**src/rtl/axis_cfg_pkg.sv**
```systemverilog
// axis_cfg_pkg
// Shared definitions for the axis config-bus command scheduler:
//   - state_t      : scheduler FSM state encoding
//   - SEL_*_CODE   : low bit of the select word, choosing address or length
//   - DEF_*        : default config register addresses and channel ids
//   - sel_word()   : builds the {id, sel} select word written to CONFIG_ADDR
package axis_cfg_pkg;

    typedef enum logic [2:0] {
        S_IDLE  = 3'd0,
        S_SEL_A = 3'd1,
        S_VAL_A = 3'd2,
        S_SEL_L = 3'd3,
        S_VAL_L = 3'd4
    } state_t;

    localparam logic SEL_ADDR_CODE = 1'b0;
    localparam logic SEL_LEN_CODE  = 1'b1;

    localparam int DEF_CONFIG_ADDR  = 0;
    localparam int DEF_CONFIG_DATA  = 1;
    localparam int DEF_CONFIG_ID_RD = 1;
    localparam int DEF_CONFIG_ID_WR = 2;

    localparam logic [15:0] DROP_CNT_MAX = 16'hFFFF;

    // The select word is the channel id shifted up by one with the
    // address/length select in bit 0.
    function automatic logic [31:0] sel_word(input int id, input logic sel);
        logic [31:0] id_bits;
        id_bits = id;
        return {id_bits[30:0], sel};
    endfunction

endpackage

```
**src/rtl/rr_arbiter.sv**
```systemverilog
// rr_arbiter
// Round-robin arbiter with an internal last-grant pointer.
// Ports:
//   clk, rst_n  : clock, asynchronous active-low reset
//   req         : NREQ request lines
//   enable      : when high, a pending request is granted this cycle
//   grant       : one-hot grant, only non-zero while enable is high
//   grant_idx   : index of the winning request (meaningful when grant != 0)
// The pointer resets to NREQ-1 so requester 0 wins first, and only moves
// when a grant is actually issued.
module rr_arbiter #(
    parameter int NREQ = 4,
    localparam int IDX_W = (NREQ > 1) ? $clog2(NREQ) : 1
) (
    input  logic             clk,
    input  logic             rst_n,
    input  logic [NREQ-1:0]  req,
    input  logic             enable,
    output logic [NREQ-1:0]  grant,
    output logic [IDX_W-1:0] grant_idx
);

    logic [IDX_W-1:0] ptr_q;
    logic [IDX_W-1:0] ptr_d;
    logic             found;
    int               cand;

    // Search starts one past the last winner and wraps around, so every
    // requester is reached within NREQ grants.
    always_comb begin
        grant     = '0;
        grant_idx = '0;
        found     = 1'b0;
        cand      = 0;
        for (int i = 1; i <= NREQ; i++) begin
            cand = int'(ptr_q) + i;
            if (cand >= NREQ) begin
                cand = cand - NREQ;
            end
            if (!found && req[IDX_W'(cand)]) begin
                found     = 1'b1;
                grant_idx = IDX_W'(cand);
            end
        end
        if (enable && found) begin
            grant[grant_idx] = 1'b1;
        end
        ptr_d = (enable && found) ? grant_idx : ptr_q;
    end

    always_ff @(posedge clk or negedge rst_n) begin
        if (!rst_n) begin
            ptr_q <= IDX_W'(NREQ - 1);
        end else begin
            ptr_q <= ptr_d;
        end
    end

endmodule

```
**src/rtl/axis_cfg_sched.sv**
```systemverilog
// axis_cfg_sched
// Serialises host config writes and requester commands onto a single
// registered axis config bus (cfg_addr/cfg_data/cfg_valid, no backpressure).
// Ports:
//   clk, rst_n                      : clock, asynchronous active-low reset
//   host_addr/host_data/host_valid  : host config write, accepted when host_ready
//   host_ready                      : high only while idle
//   req_dir/req_addr/req_len        : per-requester command (flattened 32-bit fields)
//   req_valid/req_ready             : command handshake, req_ready one-hot pulse
//   cfg_addr/cfg_data/cfg_valid     : registered config beats
//   busy                            : four-beat command sequence in progress
//   drop_cnt                        : saturating count of zero-length commands
// A command becomes four beats: select address slot, write address, select
// length slot, write length. Host writes only go out from idle, so they can
// never land in the middle of a command.
module axis_cfg_sched
    import axis_cfg_pkg::*;
#(
    parameter int NREQ         = 4,
    parameter int CFG_AWIDTH   = 5,
    parameter int CFG_DWIDTH   = 32,
    parameter int CONFIG_ADDR  = DEF_CONFIG_ADDR,
    parameter int CONFIG_DATA  = DEF_CONFIG_DATA,
    parameter int CONFIG_ID_RD = DEF_CONFIG_ID_RD,
    parameter int CONFIG_ID_WR = DEF_CONFIG_ID_WR
) (
    input  logic                  clk,
    input  logic                  rst_n,
    input  logic [CFG_AWIDTH-1:0] host_addr,
    input  logic [CFG_DWIDTH-1:0] host_data,
    input  logic                  host_valid,
    output logic                  host_ready,
    input  logic [NREQ-1:0]       req_dir,
    input  logic [NREQ*32-1:0]    req_addr,
    input  logic [NREQ*32-1:0]    req_len,
    input  logic [NREQ-1:0]       req_valid,
    output logic [NREQ-1:0]       req_ready,
    output logic [CFG_AWIDTH-1:0] cfg_addr,
    output logic [CFG_DWIDTH-1:0] cfg_data,
    output logic                  cfg_valid,
    output logic                  busy,
    output logic [15:0]           drop_cnt
);

    localparam int IDX_W = (NREQ > 1) ? $clog2(NREQ) : 1;

    localparam logic [CFG_AWIDTH-1:0] SEL_REG = CFG_AWIDTH'(CONFIG_ADDR);
    localparam logic [CFG_AWIDTH-1:0] VAL_REG = CFG_AWIDTH'(CONFIG_DATA);

    state_t                state_q, state_d;
    logic                  dir_q, dir_d;
    logic [31:0]           addr_q, addr_d;
    logic [31:0]           len_q, len_d;
    logic                  cfg_valid_q, cfg_valid_d;
    logic [CFG_AWIDTH-1:0] cfg_addr_q, cfg_addr_d;
    logic [CFG_DWIDTH-1:0] cfg_data_q, cfg_data_d;
    logic [15:0]           drop_cnt_q, drop_cnt_d;

    logic                  arb_enable;
    logic [NREQ-1:0]       arb_grant;
    logic [IDX_W-1:0]      arb_idx;

    logic [31:0]           req_addr_a [NREQ];
    logic [31:0]           req_len_a  [NREQ];

    function automatic logic [CFG_DWIDTH-1:0] sel_beat(input logic dir, input logic sel);
        return CFG_DWIDTH'(sel_word(dir ? CONFIG_ID_RD : CONFIG_ID_WR, sel));
    endfunction

    always_comb begin
        for (int i = 0; i < NREQ; i++) begin
            req_addr_a[i] = req_addr[32*i +: 32];
            req_len_a[i]  = req_len[32*i +: 32];
        end
    end

    // Requesters are only considered when idle and the host is not writing;
    // rst_n gates the enable so no req_ready pulse escapes during reset.
    assign arb_enable = (state_q == S_IDLE) && !host_valid && rst_n;

    rr_arbiter #(
        .NREQ(NREQ)
    ) u_arb (
        .clk      (clk),
        .rst_n    (rst_n),
        .req      (req_valid),
        .enable   (arb_enable),
        .grant    (arb_grant),
        .grant_idx(arb_idx)
    );

    // Each state's entry beat is prepared one cycle ahead so it leaves the
    // register exactly while the FSM sits in that state.
    always_comb begin
        state_d     = state_q;
        dir_d       = dir_q;
        addr_d      = addr_q;
        len_d       = len_q;
        cfg_valid_d = 1'b0;
        cfg_addr_d  = cfg_addr_q;
        cfg_data_d  = cfg_data_q;
        drop_cnt_d  = drop_cnt_q;

        unique case (state_q)
            S_IDLE: begin
                if (host_valid) begin
                    cfg_valid_d = 1'b1;
                    cfg_addr_d  = host_addr;
                    cfg_data_d  = host_data;
                end else if (|arb_grant) begin
                    if (req_len_a[arb_idx] == 32'd0) begin
                        if (drop_cnt_q != DROP_CNT_MAX) begin
                            drop_cnt_d = drop_cnt_q + 16'd1;
                        end
                    end else begin
                        dir_d       = req_dir[arb_idx];
                        addr_d      = req_addr_a[arb_idx];
                        len_d       = req_len_a[arb_idx];
                        cfg_valid_d = 1'b1;
                        cfg_addr_d  = SEL_REG;
                        cfg_data_d  = sel_beat(req_dir[arb_idx], SEL_ADDR_CODE);
                        state_d     = S_SEL_A;
                    end
                end
            end
            S_SEL_A: begin
                cfg_valid_d = 1'b1;
                cfg_addr_d  = VAL_REG;
                cfg_data_d  = CFG_DWIDTH'(addr_q);
                state_d     = S_VAL_A;
            end
            S_VAL_A: begin
                cfg_valid_d = 1'b1;
                cfg_addr_d  = SEL_REG;
                cfg_data_d  = sel_beat(dir_q, SEL_LEN_CODE);
                state_d     = S_SEL_L;
            end
            S_SEL_L: begin
                cfg_valid_d = 1'b1;
                cfg_addr_d  = VAL_REG;
                cfg_data_d  = CFG_DWIDTH'(len_q);
                state_d     = S_VAL_L;
            end
            S_VAL_L: begin
                state_d = S_IDLE;
            end
            default: begin
                state_d = S_IDLE;
            end
        endcase
    end

    always_ff @(posedge clk or negedge rst_n) begin
        if (!rst_n) begin
            state_q     <= S_IDLE;
            dir_q       <= 1'b0;
            addr_q      <= '0;
            len_q       <= '0;
            cfg_valid_q <= 1'b0;
            cfg_addr_q  <= '0;
            cfg_data_q  <= '0;
            drop_cnt_q  <= '0;
        end else begin
            state_q     <= state_d;
            dir_q       <= dir_d;
            addr_q      <= addr_d;
            len_q       <= len_d;
            cfg_valid_q <= cfg_valid_d;
            cfg_addr_q  <= cfg_addr_d;
            cfg_data_q  <= cfg_data_d;
            drop_cnt_q  <= drop_cnt_d;
        end
    end

    assign host_ready = (state_q == S_IDLE);
    assign busy       = (state_q != S_IDLE);
    assign req_ready  = arb_grant;
    assign cfg_valid  = cfg_valid_q;
    assign cfg_addr   = cfg_addr_q;
    assign cfg_data   = cfg_data_q;
    assign drop_cnt   = drop_cnt_q;

endmodule
```
**config.mk**
```make
export PLATFORM = sky130hd
export DESIGN_NAME = axis_cfg_sched
export DESIGN_NICKNAME = d
export VERILOG_FILES = /design/src/rtl/axis_cfg_pkg.sv /design/src/rtl/rr_arbiter.sv /design/src/rtl/axis_cfg_sched.sv
export SDC_FILE = /design/constraint.sdc
export NUM_CORES = 1
export LEC_CHECK = 0
export ABC_AREA = 1
export BUFFER_PORTS_ARGS = -buffer_cell sky130_fd_sc_hd__buf_2
export CAP_MARGIN = 15
export CORE_ASPECT_RATIO = 2
export CORE_MARGIN = 2
export CORE_UTILIZATION = 30
export DETAILED_ROUTE_END_ITERATION = 6
export PLACE_DENSITY = 0.58
export SETUP_SLACK_MARGIN = 0.2
export SLEW_MARGIN = 20
export SYNTH_ARGS = -nofsm -noshare
export SYNTH_HDL_FRONTEND = slang
export SYNTH_HIERARCHICAL = 1
export SYNTH_SLANG_ARGS = --single-unit
```
**constraint.sdc**
```tcl
create_clock -name clk -period 3.8 [get_ports clk]
set_input_delay 0.19 -clock clk [delete_from_list [all_inputs] [get_ports clk]]
set_output_delay 0.19 -clock clk [all_outputs]
set_load 0.005 [all_outputs]
```
[Yosys cells after proc, flatten, opt, wreduce, memory -nomap -nowiden]
Index checks and enable logic that the tools add are counted.
Word-level totals
  bits in registers: 124
  bits of input ports: 304
  output and inout bits: 60
  word-level logic and storage cells: 118
Cells by class
  add/sub/neg operators: 9
  order comparisons: 11
  equality and inequality tests: 9
  multiplexer cells: 53
  bitwise gates (word level): 3
  reduce and logical (&&, ||, !) cells: 24
Operators by type and width (number)
  32-bit two-way mux: 7
  32-bit binary-select mux with 2-bit select: 2
  32-bit case mux with 4 select lines: 1
  32-bit logical NOT: 1
  2-bit two-way mux: 10
  1-bit two-way mux: 17
  16-bit by 1-bit adder with 16-bit output, second input constant: 1
  2-bit by 4-bit less-than comparator with 1-bit output, second input constant: 4
  16-bit != test, second input constant: 1
  5-bit two-way mux: 3
  5-bit case mux with 3 select lines: 1
  3-bit >= comparator, second input constant: 4
  3-bit case mux with 4 select lines: 1
  1-bit binary-select mux with 2-bit select: 5
  3-bit two-way mux: 3
  3-bit AND reduction: 3
  2-bit by 1-bit subtractor with 2-bit output, second input constant: 4
  1-bit logical AND: 7
  2-bit by 2-bit adder with 3-bit output, second input constant: 2
  3-bit by 2-bit equality test with 1-bit output, second input constant: 2
  3-bit nonzero test: 2
  5-bit AND reduction: 1
  2-bit by 3-bit adder with 4-bit output, second input constant: 1
  4-bit by 3-bit >= comparator with 1-bit output, second input constant: 1
  other kinds (20): 25

[Logic depth before layout (Yosys ltp)]
Gate-level depths: netlist (run 1).
  depth in word-level cells: 25
  gate-level depth with buffers: 27
  depth with buffers taken out: 22

[Cells and area by module]
The synthesis (run 1) kept the hierarchy.
By module, submodules not included
  axis_cfg_sched: times used 1, cells an instance 1185, area each 7823.8 sq um, sequential area each 3052.9 sq um
  rr_arbiter: times used 1, cells an instance 75, area each 411.6 sq um, sequential area each 52.6 sq um

[Worst setup path before layout (run 1)]
OpenSTA, ideal clock, no wires.
  kind: register -> register
  start point: register u_arb.ptr_q[0]
  end point: register len_q[16]
  setup time: 0.121 ns
  arrival: 2.762 ns
  data required time: 3.679 ns
  slack: 0.917 ns
  stages on the path, launching flop included: 26
  path buffers: 6
  period minus slack after synthesis: 2.883 ns
  path through: dfstp_2 buf_4 nand2_1 nand2_2 nand2_1 nand2_2 nand2_2 nand3_1 nand2_1 nor2_1 buf_4 inv_2 buf_4 buf_4 nand2_1 nand3_1 nand2_1 nand2_1 nor2_1 nand2_1 nor2_4 nand2_2 nand3_2 buf_4 buf_2 o21ai_1
On the way
  cells in the longest elaborated chain, start to end: 23
  elaborated cells on any way between the ends: 57
  classes of those cells: add/sub (8); order compare (6); mux (30); bitwise (2); reduce/logical (11)
Ends and longest elaborated chain
  from (decl): line rr_arbiter.sv:23  | logic [IDX_W-1:0] ptr_q;
  from (signal assigned): line rr_arbiter.sv:53  | ptr_q <= IDX_W'(NREQ - 1);
  from (signal assigned): line rr_arbiter.sv:55  | ptr_q <= ptr_d;
  2-bit by 1-bit adder with 3-bit output: line rr_arbiter.sv:36  | cand = int'(ptr_q) + i;
  3-bit >= comparator or 2-bit by 1-bit subtractor with 2-bit output (tied branches): line rr_arbiter.sv:37, rr_arbiter.sv:38
  2-bit two-way mux: line rr_arbiter.sv:37  | if (cand >= NREQ) begin
  1-bit binary-select mux with 2-bit select: line rr_arbiter.sv:40  | if (!found && req[IDX_W'(cand)]) begin
  1-bit two-way mux (not written as such) (2 in a row): line rr_arbiter.sv:40
  1-bit two-way mux: line rr_arbiter.sv:40
  1-bit logical NOT: line rr_arbiter.sv:40
  1-bit logical AND: line rr_arbiter.sv:40
  (+7 left out)
  via arb_idx[0]: line axis_cfg_sched.sv:61  | logic [IDX_W-1:0] arb_idx;
  2-bit by 3-bit less-than comparator with 1-bit output (not written as such), or another cell as far along: line rr_arbiter.sv:46  | grant[grant_idx] = 1'b1;
  1-bit logical AND (not written as such) or 32-bit binary-select mux with 2-bit select (tied branches): line rr_arbiter.sv:46, axis_cfg_sched.sv:111, axis_cfg_sched.sv:118
  1-bit two-way mux (not written as such) or 32-bit two-way mux (tied branches): line rr_arbiter.sv:46, axis_cfg_sched.sv:111, axis_cfg_sched.sv:118
  1-bit demux with 2-bit select or 32-bit two-way mux (tied branches)
  4-bit two-way mux or 32-bit logical NOT (tied branches): line rr_arbiter.sv:45, axis_cfg_sched.sv:111
  4-bit OR reduction or 1-bit NOT (tied branches)
  4-bit AND reduction (no line)
  to (signal assigned): line axis_cfg_sched.sv:167  | len_q <= len_d;
  to (decl): line axis_cfg_sched.sv:53  | logic [31:0] len_q, len_d;
The timed path passes the listed nets; every way through them passes the cells marked *. The select of a mux whose other input is x is not followed.
A chain may end at the register's enable or synchronous reset.

[Worst setup path in the final report (run 1)]
  start point: register u_arb.ptr_q[0]
  end point: register addr_q[22]
On the way
  cells in the longest elaborated chain, start to end: 23
  elaborated cells on any way between the ends: 60
  classes of those cells: add/sub (8); order compare (6); mux (33); bitwise (2); reduce/logical (11)
Ends and longest elaborated chain
  2-bit by 1-bit adder with 3-bit output: line rr_arbiter.sv:36
  3-bit >= comparator or 2-bit by 1-bit subtractor with 2-bit output (tied branches): line rr_arbiter.sv:37, rr_arbiter.sv:38
  2-bit two-way mux: line rr_arbiter.sv:37
  1-bit binary-select mux with 2-bit select: line rr_arbiter.sv:40
  1-bit two-way mux (not written as such) (2 in a row): line rr_arbiter.sv:40
  1-bit two-way mux: line rr_arbiter.sv:40
  1-bit logical NOT: line rr_arbiter.sv:40
  1-bit logical AND: line rr_arbiter.sv:40
  (+7 left out)
  via arb_idx[0]: line axis_cfg_sched.sv:61
  2-bit by 3-bit less-than comparator with 1-bit output (not written as such), or another cell as far along: line rr_arbiter.sv:46
  1-bit logical AND (not written as such) or 32-bit binary-select mux with 2-bit select (tied branches): line rr_arbiter.sv:46, axis_cfg_sched.sv:111
  1-bit two-way mux (not written as such) or 32-bit two-way mux (tied branches): line rr_arbiter.sv:46, axis_cfg_sched.sv:111
  1-bit demux with 2-bit select or 32-bit two-way mux (tied branches)
  4-bit two-way mux or 32-bit logical NOT (tied branches): line rr_arbiter.sv:45, axis_cfg_sched.sv:111
  4-bit OR reduction or 1-bit NOT (tied branches)
  4-bit AND reduction (no line)
  to (signal assigned): line axis_cfg_sched.sv:166  | addr_q <= addr_d;
  to (decl): line axis_cfg_sched.sv:52  | logic [31:0] addr_q, addr_d;
Marked as above.

==> metrics.yaml, run 1 <==
cts_sinks: 124
slowest_stage: "dfstp_2"
grt_first_pass_wirelength_um: 50700
gp_congestion: 0.915
rows: 85
antennaDiodeCount: 0
synth_top_family_by_area: "simple AND/OR/NAND/NOR gates"
internal_power_mw: 5.39
fmax_mhz: 297
switchingPower_mw: 5.67
min_period_over_period: 0.887
postSynth.asyncResetShare: 1.00
yosys_warnings: 6
power_mw: 11.1
slowest_delay_ns: 0.59
combPwrFrac: 0.644
clock-skew-final_ns: 0.0111
pwr-share-clk: 0.163
pre_cts_slack_ns: 0.209
initial_core_util: 0.305
nNetsFinal: 1898
outcome: "finished clean"
drv_slew: 0
hold_class: "primary input to flop"
antenna_found_initial: 1
n_fill_cell: 3001
grt_max_degree: 81
fin_area_sq_um: 11200
root_buffer: "clkbuf_16"
first_pass_iters: 6
io_buffer_count: 363
ys_seq_elements: 124
synth_simple_gate_area_frac: 0.415
ys_seq_area_frac: 0.377
clkTransAtPathRegs_ns: 0.06
fin_ws_ns: 0.428
cp-end-kind: "flop"
die_area_sq_um: 28900
path_delay_family: "simple AND/OR/NAND/NOR gates"
irDropWorstVdd_mv: 0.718
timing.setup.tns_ns: 0
pwr_density_cell_nw_per_um2: 984
place.detailed.hpwl_um: 26700
die_h_um: 238
synth_edf_count: 0
worstSetupStartpointType: "flop"
cp.required_ns: 4.15
design.portCount: 364
clkLatencyLatePin_ns: 0.42
synth_cells: 1260
min_period_ns: 3.37
ant_nets: 0
rsz0062_at_grt: "no"
crit_path_frequent_cell: "nand2_1"
first_global_vias: 9261
core-area_sq_um: 27000
criticalPathCategory: "flop to flop"
area_growth_pct: 36.5
cts_buffer_depth: 2
drive_gt1_frac: 0.300
vias: 9800
syn_nets: 1565
maxSlewHeadroom: 0.308
setup_viol: 0
stdcell_count: 1954
fp.dieW_um: 121
synth_compound_area_frac: 0.108
cp.arrival_ns: 3.72
synthAdderAreaFrac: 0.00152
synth_ff_type: "dfrtp_1"
grt_use_total: 0.229
first_iter_violations: 463
synthesis.area_sq_um: 8240
seqPwrFrac: 0.192
gr-total-overflow: 0
finalHoldViolCount: 0
syn_area_per_cell_sq_um: 6.54
worst_pin_slew_ns: 1.04
wl_per_cell_um: 17.7
p_leak_nw: 6.13
synthXorXnorAreaFrac: 0.0149
htreeDepth: 4
routed_wl_um: 34600
synthMuxAreaShare: 0
synth_cell_types: 32
maxCapViolations: 0
place_area_sq_um: 10300
drcViolationCount: 0
routed_via_density: 5.02
cts_tree: "done"
dp_cells: 1907
cts_buffers: 17
switching_share: 0.512
critPathMaxFanout: 32
path_buf_inv: 5
==> power by group through the flow <==
stage | registers, mW | logic, mW | clock network [mW]
3_3_place_gp | 2.14 | 6.69 | 0
2_1_floorplan | 2.05 | 4.64 | 0
4_1_cts | 2.13 | 6.76 | 1.83
3_5_place_dp | 2.15 | 6.73 | 0
6_report | 2.13 | 7.13 | 1.80
5_1_grt | 2.17 | 7.94 | 1.89
==> metal layers <==
layer	wire length, um	track usage	vias to the layer above
met5	13	0	-
met4	1530	0.115	2
met3	1620	0.0337	69
met2	18600	0.420	365
met1	12800	0.250	4557
li1	-	-	4807
==> cells in the final DEF (no fill, tap or decap), types with 2 or more instances in the layout <==
cell	count
a21oi_1	3
buf_12	6
buf_2	362
buf_4	25
buf_6	3
bufinv_16	5
clkbuf_1	2
clkbuf_16	20
clkbuf_8	2
clkinv_2	3
clkinvlp_4	2
dfrtp_1	122
dfstp_2	2
inv_1	59
inv_2	6
nand2_1	452
nand2_2	22
nand2_4	4
nand3_1	161
nand3_2	5
nand3_4	2
nand4_1	43
nor2_1	97
nor2_4	5
nor3_1	2
o21ai_0	76
o21ai_1	56
o22ai_1	32
or2_2	2
xnor2_1	7
xor2_1	7
==> metrics by stage <==
step | util | hold slack (ns)
after floorplan | - | -0.106
after global placement | 0.383 | 0.154
after detailed placement | 0.383 | 0.155
after CTS | 0.407 | 0.111
after global routing | 0.416 | 0.124
final | 0.416 | 0.127
==> what timing repair did <==
item,4_1_cts,5_1_grt
hold buffers,1,0
gates resized for setup,0,21
hold endpoints to repair,42,0
gates cloned,1,3
setup buffers,0,10
setup endpoints to repair,6,119
pin swaps,0,5
==> cells in the mapped netlist (all sizes together) (7+ instances only) <==
master | count | area [sq um]
nand2 | 478 | 1840
nand3 | 167 | 866
o21ai | 132 | 661
dfrtp | 122 | 3050
nor2 | 103 | 407
inv | 66 | 248
clkbuf | 50 | 188
nand4 | 43 | 269
buf | 38 | 244
o22ai | 32 | 200
xnor2 | 7 | 61.3
xor2 | 7 | 61.3
==> layout make-up <==
cell class / count / area, sq um / area share
Sequential cell: 124 / 3110 / 0.276
Clock inverter: 11 / 189 / 0.0168
Clock buffer: 21 / 460 / 0.0410
Inverter: 67 / 254 / 0.0226
Tap cell: 348 / 435 / 0.0387
Multi-Input combinational cell: 982 / 4530 / 0.403
Timing Repair Buffer: 401 / 2270 / 0.202
==> tightest hold or removal path: cells and delay by family <==
family / cells / cell delay (ns)
buffers and inverters: 2 / 0.14
and+or+nand+nor: 3 / 0.18
==> flip-flops by register name (all words and copies together) (netlist names) <==
register     flops
cfg_valid        1
state_q          3
drop_cnt        16
addr_q          32
cfg_addr         5
dir_q            1
cfg_data        32
len_q           32
u_arb/ptr_q      2
==> final timing paths <==
check | end | startpoint | depth (start not counted) | slack, ns
min in group asynchronous | cfg_valid | rst_n | 2 | 0.27
hold / removal | cfg_addr[4] | host_addr[4] | 5 | 0.13
setup / recovery | addr_q[22] | u_arb/ptr_q[0] | 25 | 0.43
setup reg to reg | addr_q[22] | u_arb/ptr_q[0] | 25 | 0.43
max in group asynchronous | addr_q[31] | rst_n | 3 | 2.44
hold reg to reg | addr_q[20] | addr_q[20] | 2 | 0.49
==> cell families after synthesis <==
logic type,Yosys count
buffers and inverters,155
adders and majority gates,1
DFF,124
xor gates and xnor gates,14
and+or+nand+nor,797
AOI/OAI and AO/OA,169
Power figures use the tool's default switching activity.
==> run 2: changes to the inputs <==
CORE_UTILIZATION = 25   (was 30)
PLACE_DENSITY = 0.51   (was 0.58)
==> metrics.yaml, run 2 (synthesis results as in run 1) <==
finalHoldViolCount: 0  # unchanged
fp.dieW_um: 132  # +9.2%
internal_power_mw: 5.35  # -0.81%
core-area_sq_um: 32700  # +21%
antenna_found_initial: 3  # +2
reg2reg_to: "len_q[6]"
pwr-share-clk: 0.156  # -0.007
cts_buffers: 17  # unchanged
fmax_mhz: 298  # +0.63%
whs_endpoint: "cfg_addr[4]"
min_period_ns: 3.35  # -0.0210 ns
criticalPathCategory: "flop to flop"
drv_slew: 0  # unchanged
first_iter_violations: 570  # +23%
critPathMaxFanout: 65  # +100%
initial_core_util: 0.252  # -0.0530
rsz0062_at_grt: "no"
io_buffer_count: 363  # unchanged
grt_first_pass_wirelength_um: 55400  # +9.1%
pwr_density_cell_nw_per_um2: 966  # -1.9%
worst_pin_slew_ns: 1.02  # -0.0145 ns
maxSlewHeadroom: 0.314  # +0.00621
vias: 9805  # +0.051%
seq_area_sq_um: 3110  # unchanged
drive_gt1_frac: 0.299  # -0.000865
routed_via_density: 4.79  # -4.5%
routed_wl_um: 37100  # +7.4%
worstSetupStartpointType: "flop"
p_leak_nw: 6.16  # +0.55%
timing.setup.tns_ns: 0  # unchanged
clkTransAtPathRegs_ns: 0.06  # about the same
r2r-start: "u_arb/ptr_q[1]"
switching_share: 0.513  # about the same
cp.arrival_ns: 3.68  # -0.04 ns
grt_max_degree: 68  # -16%
maxCapViolations: 0  # unchanged
irDropWorstVdd_mv: 0.567  # -21%
r2r_cells: 23  # -8.0%
cts_sinks: 124  # unchanged
cts_buffer_depth: 2  # unchanged
htreeDepth: 4  # unchanged
power_mw: 11.0  # -0.73%
first_pass_iters: 5  # -1
nNetsFinal: 1906  # +0.42%
clock-skew-final_ns: 0.00581  # -0.00528 ns
switchingPower_mw: 5.63  # -0.65%
rows: 94  # +11%
area_growth_pct: 38.1
clkLatencyLatePin_ns: 0.42  # about the same
multiInputGateArea_sq_um: 4500  # -0.72%
gp_congestion: 0.904  # -1.2%
cts_tree: "done"
combPwrFrac: 0.651  # +0.007
fin_area_sq_um: 11400  # +1.2%
die_h_um: 261  # +9.4%
ant_nets: 0  # unchanged
layout_commonest_cell: "nand2_1"
outcome: "finished clean"
place.detailed.hpwl_um: 29100  # +8.9%
drcViolationCount: 0  # unchanged
gr-total-overflow: 0  # unchanged
wl_per_cell_um: 18.1  # +2.4%
r2r_slack_ns: 0.45  # +0.02 ns
first_global_vias: 9456  # +2.1%
hold_class: "primary input to flop"
place_area_sq_um: 10500  # +1.6%
min_period_over_period: 0.882  # -0.00553
seqPwrFrac: 0.193  # about the same
min-delay-start: "host_addr[4]"
layout_common_cells: "nand2_1, buf_2, nand3_1"
cp-end-kind: "flop"
die_area_sq_um: 34500  # +19%
design.portCount: 364  # unchanged
hold_depth: 5  # unchanged
cp.required_ns: 4.13  # -0.02 ns
setup_viol: 0  # unchanged
grt_use_total: 0.208  # -0.0207
root_buffer: "clkbuf_16"
n_fill_cell: 3683  # +23%
==> run 2: worst max path at each step <==
| stage | start | end | slack (ns) | cells after the start |
|---|---|---|---|---|
| final | u_arb/ptr_q[1] | len_q[6] | 0.45 | 23 |
| after global routing | u_arb/ptr_q[0] | addr_q[15] | 0.18 | 25 |
| after CTS | u_arb/ptr_q[0] | len_q[29] | 0.24 | 24 |
| after detailed placement | u_arb/ptr_q[0] | len_q[4] | 0.14 | 23 |
| after global placement | u_arb/ptr_q[0] | len_q[15] | 0.17 | 24 |
| after floorplan | u_arb/ptr_q[0] | len_q[16] | 0.92 | 25 |
==> run 2: timing repair <==
action | CTS | global route
endpoints found under the setup margin | 60 | 119
hold endpoints to repair | 55 | 0
buffers inserted | 3 | 10
resized for setup | 2 | 15
hold buffers | 1 | 0
pin swaps | 0 | 6
cloned | 1 | 2
==> run 2: worst max-delay path, stage by stage (launching register included) <==
cell and delay [ns]:
dfstp_2 0.61, inv_2 0.09, nand2_2 0.07, nand2_2 0.08, nand2_4 0.09, nand2_4 0.06
inv_2 0.07, nand2_1 0.07, nand2_1 0.05, nand2_1 0.11, nor2_4 0.20, buf_12 0.28
nand2_1 0.14, nand3_1 0.11, nand2_1 0.13, nand2_1 0.11, nor2_1 0.04, nand2_1 0.10
nor2_4 0.06, nand2_4 0.10, nand3_4 0.13, buf_12 0.19, clkbuf_16 0.18, o21ai_0 0.16
==> run 2: stage by stage <==
| stage | util | setup slack [ns] | hold WS (ns) | instances |
|---|---|---|---|---|
| 2_1_floorplan | - | 0.917 | -0.106 | 1260 |
| 3_3_place_gp | 0.321 | 0.170 | 0.419 | 1997 |
| 3_5_place_dp | 0.321 | 0.138 | 0.411 | 1997 |
| 4_1_cts | 0.342 | 0.241 | 0.110 | 2034 |
| 5_1_grt | 0.348 | 0.177 | 0.141 | 2048 |
| 6_report | 0.348 | 0.449 | 0.128 | 2048 |
==> run 2: power by group through the flow <==
| stage | clock network, mW | logic, mW | registers, mW |
|---|---|---|---|
| finish | 1.71 | 7.15 | 2.12 |
| global route | 1.81 | 8.04 | 2.17 |
| CTS | 1.74 | 7.02 | 2.12 |
| detailed placement | 0 | 6.95 | 2.14 |
| global placement | 0 | 6.91 | 2.14 |
| floorplan | 0 | 4.64 | 2.05 |
==> run 2: routing by layer <==
metal  GRT usage  up-vias  share of wire
li1            -     4825              -
met3      0.0278       54          0.036
met5           0        -        0.00035
met4      0.0941        2          0.041
met2       0.394      313           0.54
met1       0.227     4611           0.38
==> run 2: cell type report <==
cell class | instances | area share
Timing Repair Buffer | 410 | 0.207
Tap cell | 432 | 0.0475
Clock buffer | 24 | 0.0415
Inverter | 67 | 0.0226
Multi-Input combinational cell | 981 | 0.396
Antenna cell | 2 | 0.000440
Sequential cell | 124 | 0.273
Clock inverter | 8 | 0.0123
